**config.mk**
```make
export PLATFORM = sky130hd
export DESIGN_NAME = fp16_minmax_scan
export DESIGN_NICKNAME = d
export VERILOG_FILES = /design/src/rtl/fp16_pkg.sv /design/src/rtl/fp16_lt.sv /design/src/rtl/fp16_minmax_scan.sv
export SDC_FILE = /design/constraint.sdc
export NUM_CORES = 1
export LEC_CHECK = 0
export BUFFER_PORTS_ARGS = -buffer_cell sky130_fd_sc_hd__clkbuf_2
export CORE_AREA = 2 2 113 115
export CTS_CLUSTER_SIZE = 25
export DETAILED_ROUTE_END_ITERATION = 8
export DIE_AREA = 0 0 115 117
export MAX_ROUTING_LAYER = met4
export PLACE_DENSITY = 0.84
export SLEW_MARGIN = 0
export SYNTH_ARGS = -nofsm -noshare
export SYNTH_HDL_FRONTEND = slang
export SYNTH_HIERARCHICAL = 1
export SYNTH_SLANG_ARGS = --single-unit
```
**constraint.sdc**
```tcl
create_clock -name clk -period 3.9 [get_ports clk]
set_input_delay 0.78 -clock clk [delete_from_list [all_inputs] [get_ports clk]]
set_output_delay 0.78 -clock clk [all_outputs]
set_load 0.03 [all_outputs]
```
**src/rtl/fp16_pkg.sv**
```systemverilog
// rtl/fp16_pkg.sv - shared fp16 constants, field positions, NaN test and scanner FSM states
//
// Purpose: common definitions for the fp16 min/max scanner and its comparator.
// Contents: FP16_QNAN, field bit positions, is_nan(), state_e {IDLE, ACCUM, DONE}.
package fp16_pkg;

  localparam logic [15:0] FP16_QNAN     = 16'h7E00;
  localparam int          FP16_SIGN     = 15;
  localparam int          FP16_EXP_MSB  = 14;
  localparam int          FP16_EXP_LSB  = 10;
  localparam int          FP16_MANT_MSB = 9;
  localparam int          FP16_MANT_LSB = 0;

  typedef enum logic [1:0] {
    IDLE,
    ACCUM,
    DONE
  } state_e;

  function automatic logic is_nan(input logic [15:0] x);
    return (x[FP16_EXP_MSB:FP16_EXP_LSB] == 5'h1F) &&
           (x[FP16_MANT_MSB:FP16_MANT_LSB] != 10'd0);
  endfunction

endpackage

```
**src/rtl/fp16_lt.sv**
```systemverilog
// rtl/fp16_lt.sv - combinational fp16 strict less-than in sign-magnitude total order
//
// Purpose: lt_o = a_i < b_i, with -inf lowest, +inf highest, +0 == -0,
//          subnormals ordered by magnitude. Inputs are assumed non-NaN.
// Ports:
//   a_i  in  16  left operand
//   b_i  in  16  right operand
//   lt_o out 1   a_i strictly below b_i
module fp16_lt
  import fp16_pkg::*;
(
  input  logic [15:0] a_i,
  input  logic [15:0] b_i,
  output logic        lt_o
);

  // Map each value onto an unsigned key whose integer order is the float
  // order: positives sit above 16'h8000, negatives are bit-inverted so a
  // larger magnitude yields a smaller key, and both zeros share one key.
  function automatic logic [15:0] order_key(input logic [15:0] x);
    if (x[FP16_EXP_MSB:FP16_MANT_LSB] == 15'd0) begin
      return 16'h8000;
    end else if (x[FP16_SIGN]) begin
      return ~x;
    end else begin
      return {1'b1, x[FP16_EXP_MSB:FP16_MANT_LSB]};
    end
  endfunction

  assign lt_o = order_key(a_i) < order_key(b_i);

endmodule

```
**src/rtl/fp16_minmax_scan.sv**
```systemverilog
// rtl/fp16_minmax_scan.sv - streaming fp16 running min/max scanner with per-burst summary
//
// Purpose: accepts a burst of fp16 elements, tracks min/max (with index),
//          element count, NaN status and overflow, and presents one
//          registered summary per burst.
// Ports:
//   clk, rst_n                      clock, async active-low reset
//   in_data/in_valid/in_last        element stream input
//   in_ready                        registered accept flag
//   out_valid/out_ready             summary handshake
//   out_min/out_max                 min/max non-NaN element (QNAN if none)
//   out_min_idx/out_max_idx         burst positions of min/max
//   out_count                       saturating element count
//   out_nan_seen/out_all_nan        NaN status
//   out_ovf                         burst longer than 2^IDX_W-1
module fp16_minmax_scan
  import fp16_pkg::*;
#(
  parameter int IDX_W = 8
) (
  input  logic             clk,
  input  logic             rst_n,
  input  logic [15:0]      in_data,
  input  logic             in_valid,
  input  logic             in_last,
  output logic             in_ready,
  output logic             out_valid,
  input  logic             out_ready,
  output logic [15:0]      out_min,
  output logic [15:0]      out_max,
  output logic [IDX_W-1:0] out_min_idx,
  output logic [IDX_W-1:0] out_max_idx,
  output logic [IDX_W-1:0] out_count,
  output logic             out_nan_seen,
  output logic             out_all_nan,
  output logic             out_ovf
);

  state_e           state_q;
  logic             in_ready_q, out_valid_q;

  // Running accumulators for the burst in progress.
  logic [15:0]      min_q, max_q;
  logic [IDX_W-1:0] min_idx_q, max_idx_q, count_q;
  logic             nan_q, num_q, ovf_q;

  // Registered summary.
  logic [15:0]      out_min_q, out_max_q;
  logic [IDX_W-1:0] out_min_idx_q, out_max_idx_q, out_count_q;
  logic             out_nan_q, out_all_nan_q, out_ovf_q;

  // Accumulator values after absorbing the current element.
  logic [15:0]      min_d, max_d;
  logic [IDX_W-1:0] min_idx_d, max_idx_d, count_d;
  logic             nan_d, num_d, ovf_d;

  logic             accept, fresh, cand_nan, cand_lt_min, cand_gt_max, sat;
  logic             take_min, take_max;
  logic [IDX_W-1:0] base_count;
  logic             base_num, base_nan, base_ovf;

  fp16_lt u_lt_min (.a_i(in_data), .b_i(min_q),   .lt_o(cand_lt_min));
  fp16_lt u_gt_max (.a_i(max_q),   .b_i(in_data), .lt_o(cand_gt_max));

  always_comb begin
    accept     = in_valid && in_ready_q;
    // An element taken in IDLE starts a new burst, so stale accumulators
    // from the previous burst are ignored rather than cleared.
    fresh      = (state_q == IDLE);
    base_count = fresh ? '0 : count_q;
    base_num   = fresh ? 1'b0 : num_q;
    base_nan   = fresh ? 1'b0 : nan_q;
    base_ovf   = fresh ? 1'b0 : ovf_q;
    sat        = &base_count;
    cand_nan   = is_nan(in_data);

    // Strict compares keep the earliest index on ties; the first non-NaN
    // element loads both unconditionally.
    take_min   = !cand_nan && (!base_num || cand_lt_min);
    take_max   = !cand_nan && (!base_num || cand_gt_max);

    min_d      = take_min ? in_data    : min_q;
    min_idx_d  = take_min ? base_count : min_idx_q;
    max_d      = take_max ? in_data    : max_q;
    max_idx_d  = take_max ? base_count : max_idx_q;
    count_d    = sat ? base_count : base_count + {{(IDX_W-1){1'b0}}, 1'b1};
    nan_d      = base_nan | cand_nan;
    num_d      = base_num | !cand_nan;
    ovf_d      = base_ovf | sat;
  end

  always_ff @(posedge clk or negedge rst_n) begin
    if (!rst_n) begin
      state_q       <= IDLE;
      in_ready_q    <= 1'b0;
      out_valid_q   <= 1'b0;
      min_q         <= '0;
      max_q         <= '0;
      min_idx_q     <= '0;
      max_idx_q     <= '0;
      count_q       <= '0;
      nan_q         <= 1'b0;
      num_q         <= 1'b0;
      ovf_q         <= 1'b0;
      out_min_q     <= '0;
      out_max_q     <= '0;
      out_min_idx_q <= '0;
      out_max_idx_q <= '0;
      out_count_q   <= '0;
      out_nan_q     <= 1'b0;
      out_all_nan_q <= 1'b0;
      out_ovf_q     <= 1'b0;
    end else begin
      case (state_q)
        IDLE, ACCUM: begin
          // Also brings in_ready up on the first edge out of reset.
          in_ready_q <= !(accept && in_last);
          if (accept) begin
            min_q     <= min_d;
            max_q     <= max_d;
            min_idx_q <= min_idx_d;
            max_idx_q <= max_idx_d;
            count_q   <= count_d;
            nan_q     <= nan_d;
            num_q     <= num_d;
            ovf_q     <= ovf_d;
            if (in_last) begin
              state_q       <= DONE;
              out_valid_q   <= 1'b1;
              out_min_q     <= num_d ? min_d : FP16_QNAN;
              out_max_q     <= num_d ? max_d : FP16_QNAN;
              out_min_idx_q <= num_d ? min_idx_d : '0;
              out_max_idx_q <= num_d ? max_idx_d : '0;
              out_count_q   <= count_d;
              out_nan_q     <= nan_d;
              out_all_nan_q <= !num_d;
              out_ovf_q     <= ovf_d;
            end else begin
              state_q <= ACCUM;
            end
          end
        end
        DONE: begin
          if (out_ready) begin
            state_q     <= IDLE;
            out_valid_q <= 1'b0;
            in_ready_q  <= 1'b1;
          end
        end
        default: begin
          state_q    <= IDLE;
          in_ready_q <= 1'b0;
        end
      endcase
    end
  end

  assign in_ready     = in_ready_q;
  assign out_valid    = out_valid_q;
  assign out_min      = out_min_q;
  assign out_max      = out_max_q;
  assign out_min_idx  = out_min_idx_q;
  assign out_max_idx  = out_max_idx_q;
  assign out_count    = out_count_q;
  assign out_nan_seen = out_nan_q;
  assign out_all_nan  = out_all_nan_q;
  assign out_ovf      = out_ovf_q;

endmodule

```
# After elaboration in Yosys (flattened, before gate mapping)
# Index checks and enable logic that the tools add are counted.
# word_totals
ram_bits	0
register_bits	122
latchBits	0
n_memories	0
rom_bits	0
# classes
add_sub_neg	1
eq_ne	6
shifts	0
order_cmp	2
reduce_logical	23
multipliers	0
n_mux	29
bitwise_logic	6
div	0
# op_table
op	n
16-bit two-way mux	10
8-bit two-way mux	6
16-bit NOT	3
15-bit logical NOT	3
16-bit less-than comparator	2
10-bit nonzero test	1
8-bit by 1-bit adder with 8-bit output, second input constant	1
8-bit AND reduction	1
1-bit two-way mux	7
2-bit two-way mux	3
2-bit inequality test, second input constant	3
5-bit equality test, second input constant	1
1-bit logical AND	5
1-bit logical NOT	4
1-bit one-hot mux with 2 select lines	2
2-bit one-hot mux with 2 select lines	1
2-bit AND reduction	2
4-bit AND reduction	1
1-bit bitwise OR	3
3-bit AND reduction	1
2-bit by 1-bit equality test with 1-bit output, second input constant	1
2-bit equality test, second input constant	1
2-bit logical NOT	1
1-bit logical OR	2
other kinds (2)	2

# Logic depth before layout (Yosys ltp)
# depth
depth_word	8
mapped_depth	16
mapped_depth_nobuf	13

# Hierarchy
# The synthesis kept the hierarchy.
# by_module_without_submodules
module	cells_per_inst	seq_area_each_um2	area_per_inst_um2	instances
fp16_minmax_scan	494	3052.9	5415.2	1
fp16_lt	113	0.0	808.3	2

# Worst setup path after synthesis
# Ideal clock, no wire load.
# synth_path
path_kind	input port to flip-flop
startpoint	input in_data[9]
endpoint	register min_q[11]
stages	15
setup_ns	0.128
t_arrival_ns	3.672
slack_ns	0.101
cell_sequence	nor4_1 and4_1 buf_4 clkbuf_1 nor2_1 ha_1 a21o_1 a221o_1 a21oi_1 o211ai_1 a21oi_2 nor2_1 a211o_1 buf_2 mux2_1
# synth_via
elab_chain_len	7
elab_cells_between_ends	11
classes_between	order compare: 1; mux: 3; bitwise: 1; reduce/logical: 6
# synth_rtl
element	line_no	source
start, declared	fp16_minmax_scan.sv:23	input logic [15:0] in_data,
branches (longest 2 deep; another with 15-bit logical NOT)	-	
16-bit two-way mux (*)	fp16_lt.sv:21	if (x[FP16_EXP_MSB:FP16_MANT_LSB] == 15'd0) begin
16-bit less-than comparator (*)	fp16_lt.sv:30	assign lt_o = order_key(a_i) < order_key(b_i);
via cand_lt_min	fp16_minmax_scan.sv:57	logic accept, fresh, cand_nan, cand_lt_min, cand_gt_max, sat;
1-bit logical OR (*)	fp16_minmax_scan.sv:79	take_min = !cand_nan && (!base_num || cand_lt_min);
1-bit logical AND (*)	fp16_minmax_scan.sv:79	
16-bit two-way mux (*)	fp16_minmax_scan.sv:82	min_d = take_min ? in_data : min_q;
end signal, assigned	fp16_minmax_scan.sv:119	min_q <= min_d;
end, declared	fp16_minmax_scan.sv:43	logic [15:0] min_q, max_q;
# Mark *: on every way through the listed nets, which the timed path passes.
# A chain may end at the register's enable or synchronous reset.

# Worst setup path after layout
# layout_path
startpoint	register max_q[9]
endpoint	register out_max_idx_q[5], in the netlist out_max_idx[5]
# layout_via
elab_chain_len	8
elab_cells_between_ends	9
classes_between	order compare: 1; mux: 4; bitwise: 1; reduce/logical: 3
# layout_rtl
element	line_no	source
start, declared	fp16_minmax_scan.sv:43	
start signal, assigned	fp16_minmax_scan.sv:120	max_q <= max_d;
branches (longest 2 deep; another with 15-bit logical NOT)	-	
16-bit two-way mux (*)	fp16_lt.sv:21	
16-bit less-than comparator (*)	fp16_lt.sv:30	
via cand_gt_max	fp16_minmax_scan.sv:57	
1-bit logical OR (*)	fp16_minmax_scan.sv:80	take_max = !cand_nan && (!base_num || cand_gt_max);
1-bit logical AND (*)	fp16_minmax_scan.sv:80	
8-bit two-way mux (*)	fp16_minmax_scan.sv:85	max_idx_d = take_max ? base_count : max_idx_q;
8-bit two-way mux (*)	fp16_minmax_scan.sv:133	out_max_idx_q <= num_d ? max_idx_d : '0;
end signal, assigned	fp16_minmax_scan.sv:133	
end, declared	fp16_minmax_scan.sv:49	logic [IDX_W-1:0] out_min_idx_q, out_max_idx_q, out_count_q;
# Marks and branches as above.

==> impl_results.md <==
* Required @ worst endpoint at 4180 ps
* Die height at 117 um
* Grt total ovfl at 0
* Die Area at 13460 um2
* Number of synthesized flops with an enable pin at 0
* CTS max path bufs at 2
* Post-Synthesis Cells at 720
* RSZ-0062 raised after global routing: no
* Worst-path cell chain: nor4_1, and4_1, buf_4, nor2_1, ha_1, a21o_1, a221o_1, a21oi_1, o211ai_1, a21oi_2, nor2_1, a21oi_4, buf_12, mux2i_1, o21ai_1
* NumNets Final at 867
* Top Layer Used: met4
* Via count at 5837
* P_leak at 4.101 nW
* Area leader, netlist: dfrtp_1
* PD cells at 805.3 nW/um2
* Post-CTS sizing at 0
* Register area share after synthesis at 0.4342
* Yosys warns at 6
* Post-layout min period at 3698 ps
* Via/cell ratio at 5.974
* Slowest-stage cell, CP: dfrtp_1
* Metal2 WL at 8893 um
* CTS root buffer: clkbuf_16
* Vias in the first global route at 5811
* Initial DRC count at 497
* Post-CTS Setup Bufs at 0
* Finish-stage setup viols at 0
* Post-synth ARST share at 1.000
* Clk_lat worst skew at 410 ps
* Area grow syn2layout at 18.75%
* Clock Pin Slew Worst Setup and Hold Paths at 50 ps
* Most frequent CP cell: nor2_1
* Worst-Margin Slew at 903.0 ps
* Register bit total from synthesis at 122
* Post-DP HPWL at 12080 um
* Slew margin rel. at 0.3980
* Placer Congestion at 0.8807
* Clk sinks at 122
* Wire length on met1 at 7521 um
* Post-layout power at 6.724 mW
* Setup slack at placement at -92.48 ps
* Synth cell types at 52
* Antenna-violating nets left at 0
* Final worst setup slack at 201.7 ps
* Layout Utilization at 0.6783
* Die Span X at 115 um
* Fin Setup TNS at 0 ps
* TritonRoute pass-1 iters at 5
* CTS tree: yes
* Initial antenna violation count at 0
* Fin. Hold Viols at 0
* CTS buffer count at 17
* Largest cells by area after synthesis: dfrtp_1 (43%), mux2i_1 (6.5%), nand2_1 (5.8%)
* Status: complete, no violations
* DRT Wirelength at 18130 um
* Fillcell total at 869
* Slew Limit Fails at 0
* Main flop type after synthesis: dfrtp_1
* Top cell type's share of synthesized area at 0.4342
* # hold bufs at CTS at 0
* Final Skew at 9.378 ps
* Layout cells sized above 1 at 0.2189
* Drt wl/cell at 18.56 um
* Netlist Area Pre-Place at 7032 um2
* H-tree level count at 4
* # diodes at 0
* WL met3 at 1182 um
* Fmax at 270.4 MHz
* Critical path class: reg2reg
* Port Buf Inserts at 81
* I/O Pins at 82
* GRT Overall Usage at 0.2928
* First-pass GRT wire length at 29310 um
* CP max stage delay at 410 ps
* Tcrit/Tclk final at 0.9483
* Setup crit end kind: flip-flop
* Min-Delay Path Class: in2async
* Avg Synthesized Cell Area at 9.766 um2
* Rows at 41
* Maxcap violations at 0
* Post-route DRC violation count at 0
* Worst path arrival time at 3970 ps
* Largest net degree at the start of global routing at 74
* Peak supply drop at 380.1 uV
* Core Footprint at 12310 um2
* Crit-path max FO at 17
* CP Launch Type: flip-flop
* Initial Utilization at 0.5711
* Synth Net Count at 772
==> metal layers <==
metal | vias to the layer above | global-route usage
met5 | - | -
met1 | 2835 | 0.3594
met3 | 50 | 0.05922
met4 | 0 | 0.1277
met2 | 243 | 0.4741
li1 | 2709 | -
==> stage by stage <==
step	hold WS [ps]	instances	area (um2)
floorplan	449.2	720	7032
global placement	460.8	946	7787
detailed placement	469.3	946	7787
CTS	406.1	977	8351
global route	440.3	977	8351
finish	385.4	977	8351
==> kinds of logic (layout without fill, tap and decap cells) <==
kind of cell | after synthesis | after routing | synth area share
flip-flops | 122 | 122 | 0.4342
AND/OR/NAND/NOR | 229 | 229 | 0.1537
AO/OA/AOI/OAI | 149 | 149 | 0.1269
multiplexers | 77 | 77 | 0.1151
adder cells (fa/ha/maj) | 31 | 31 | 0.05516
XOR/XNOR | 64 | 64 | 0.07972
buffers and inverters | 48 | 155 | 0.03523
==> report_power, final <==
group / switching [mW] / total [mW] / internal (mW)
sequential: 0.471 / 2.17 / 1.70
combinational: 1.78 / 3.07 / 1.29
clock: 0.566 / 1.49 / 0.922
==> layout by cell type, fill, tap and decap left out, types with 3 or more instances in the layout <==
master | Yosys | final
a21oi_2 | 3 | 3
o211ai_1 | 5 | 5
nand3_1 | 4 | 4
clkbuf_2 | 0 | 80
clkinvlp_4 | 0 | 4
o21ai_0 | 35 | 35
xnor2_1 | 36 | 36
nand4_1 | 6 | 6
nand2_1 | 108 | 108
mux2_2 | 16 | 16
buf_12 | 0 | 8
mux2i_1 | 46 | 46
and4_1 | 5 | 5
clkbuf_8 | 0 | 3
clkbuf_16 | 0 | 17
buf_4 | 6 | 32
clkinv_2 | 0 | 3
and2_1 | 9 | 9
dfrtp_1 | 122 | 122
o22ai_1 | 3 | 3
o21ai_1 | 40 | 40
mux2_1 | 15 | 15
inv_1 | 4 | 4
nor2_1 | 60 | 60
a21o_1 | 8 | 8
a31oi_1 | 5 | 5
a21oi_1 | 32 | 32
xor2_1 | 28 | 28
nor4_1 | 12 | 12
ha_1 | 31 | 31
nor3_1 | 8 | 8
==> worst max-delay path: cells and delay by family, from the launching register on <==
| family | cells | cell delay (ps) |
|---|---|---|
| flops | 1 | 410 |
| simple gates | 4 | 840 |
| compound gates | 7 | 1250 |
| mux | 1 | 330 |
| fa+ha+maj | 1 | 320 |
| buf+inv | 2 | 400 |
==> synthesized netlist by cell type (16+ instances only) <==
library cell / count
ha_1: 31
mux2_2: 16
xor2_1: 28
mux2i_1: 46
nand2_1: 108
xnor2_1: 36
dfrtp_1: 122
clkbuf_1: 19
nor2_1: 60
o21ai_1: 40
a21oi_1: 32
o21ai_0: 35
==> registers in the layout (all words and copies together) (netlist names), 16 cells and up <==
name	count
min_q	16
out_max	16
max_q	16
out_min	16
==> layout make-up <==
type | count | area (um2) | area share
Clock buffer | 21 | 470.5 | 0.05634
Clock inverter | 10 | 92.59 | 0.01109
Inverter | 4 | 15.01 | 0.001798
Multi-Input combinational cell | 550 | 3731 | 0.4468
Sequential cell | 122 | 3053 | 0.3656
Tap cell | 150 | 187.7 | 0.02248
Timing Repair Buffer | 120 | 800.8 | 0.09589
==> path summary, 6_finish.rpt <==
check	cells past startpoint	slack (ps)	from	endpoint
worst max-delay path	15	200	max_q[9]$_DFFE_PN0P_	out_max_idx[5]$_DFFE_PN0P_
worst min-delay path	1	390	rst_n	out_min[8]$_DFFE_PN0P_
worst max register to register	15	200	max_q[9]$_DFFE_PN0P_	out_max_idx[5]$_DFFE_PN0P_
worst min register to register	2	480	max_idx_q[6]$_DFFE_PN0P_	max_idx_q[6]$_DFFE_PN0P_
max in group asynchronous	2	2710	rst_n	out_min[15]$_DFFE_PN0P_
min in group clk	2	480	max_idx_q[6]$_DFFE_PN0P_	max_idx_q[6]$_DFFE_PN0P_
Power figures use the tool's default switching activity.
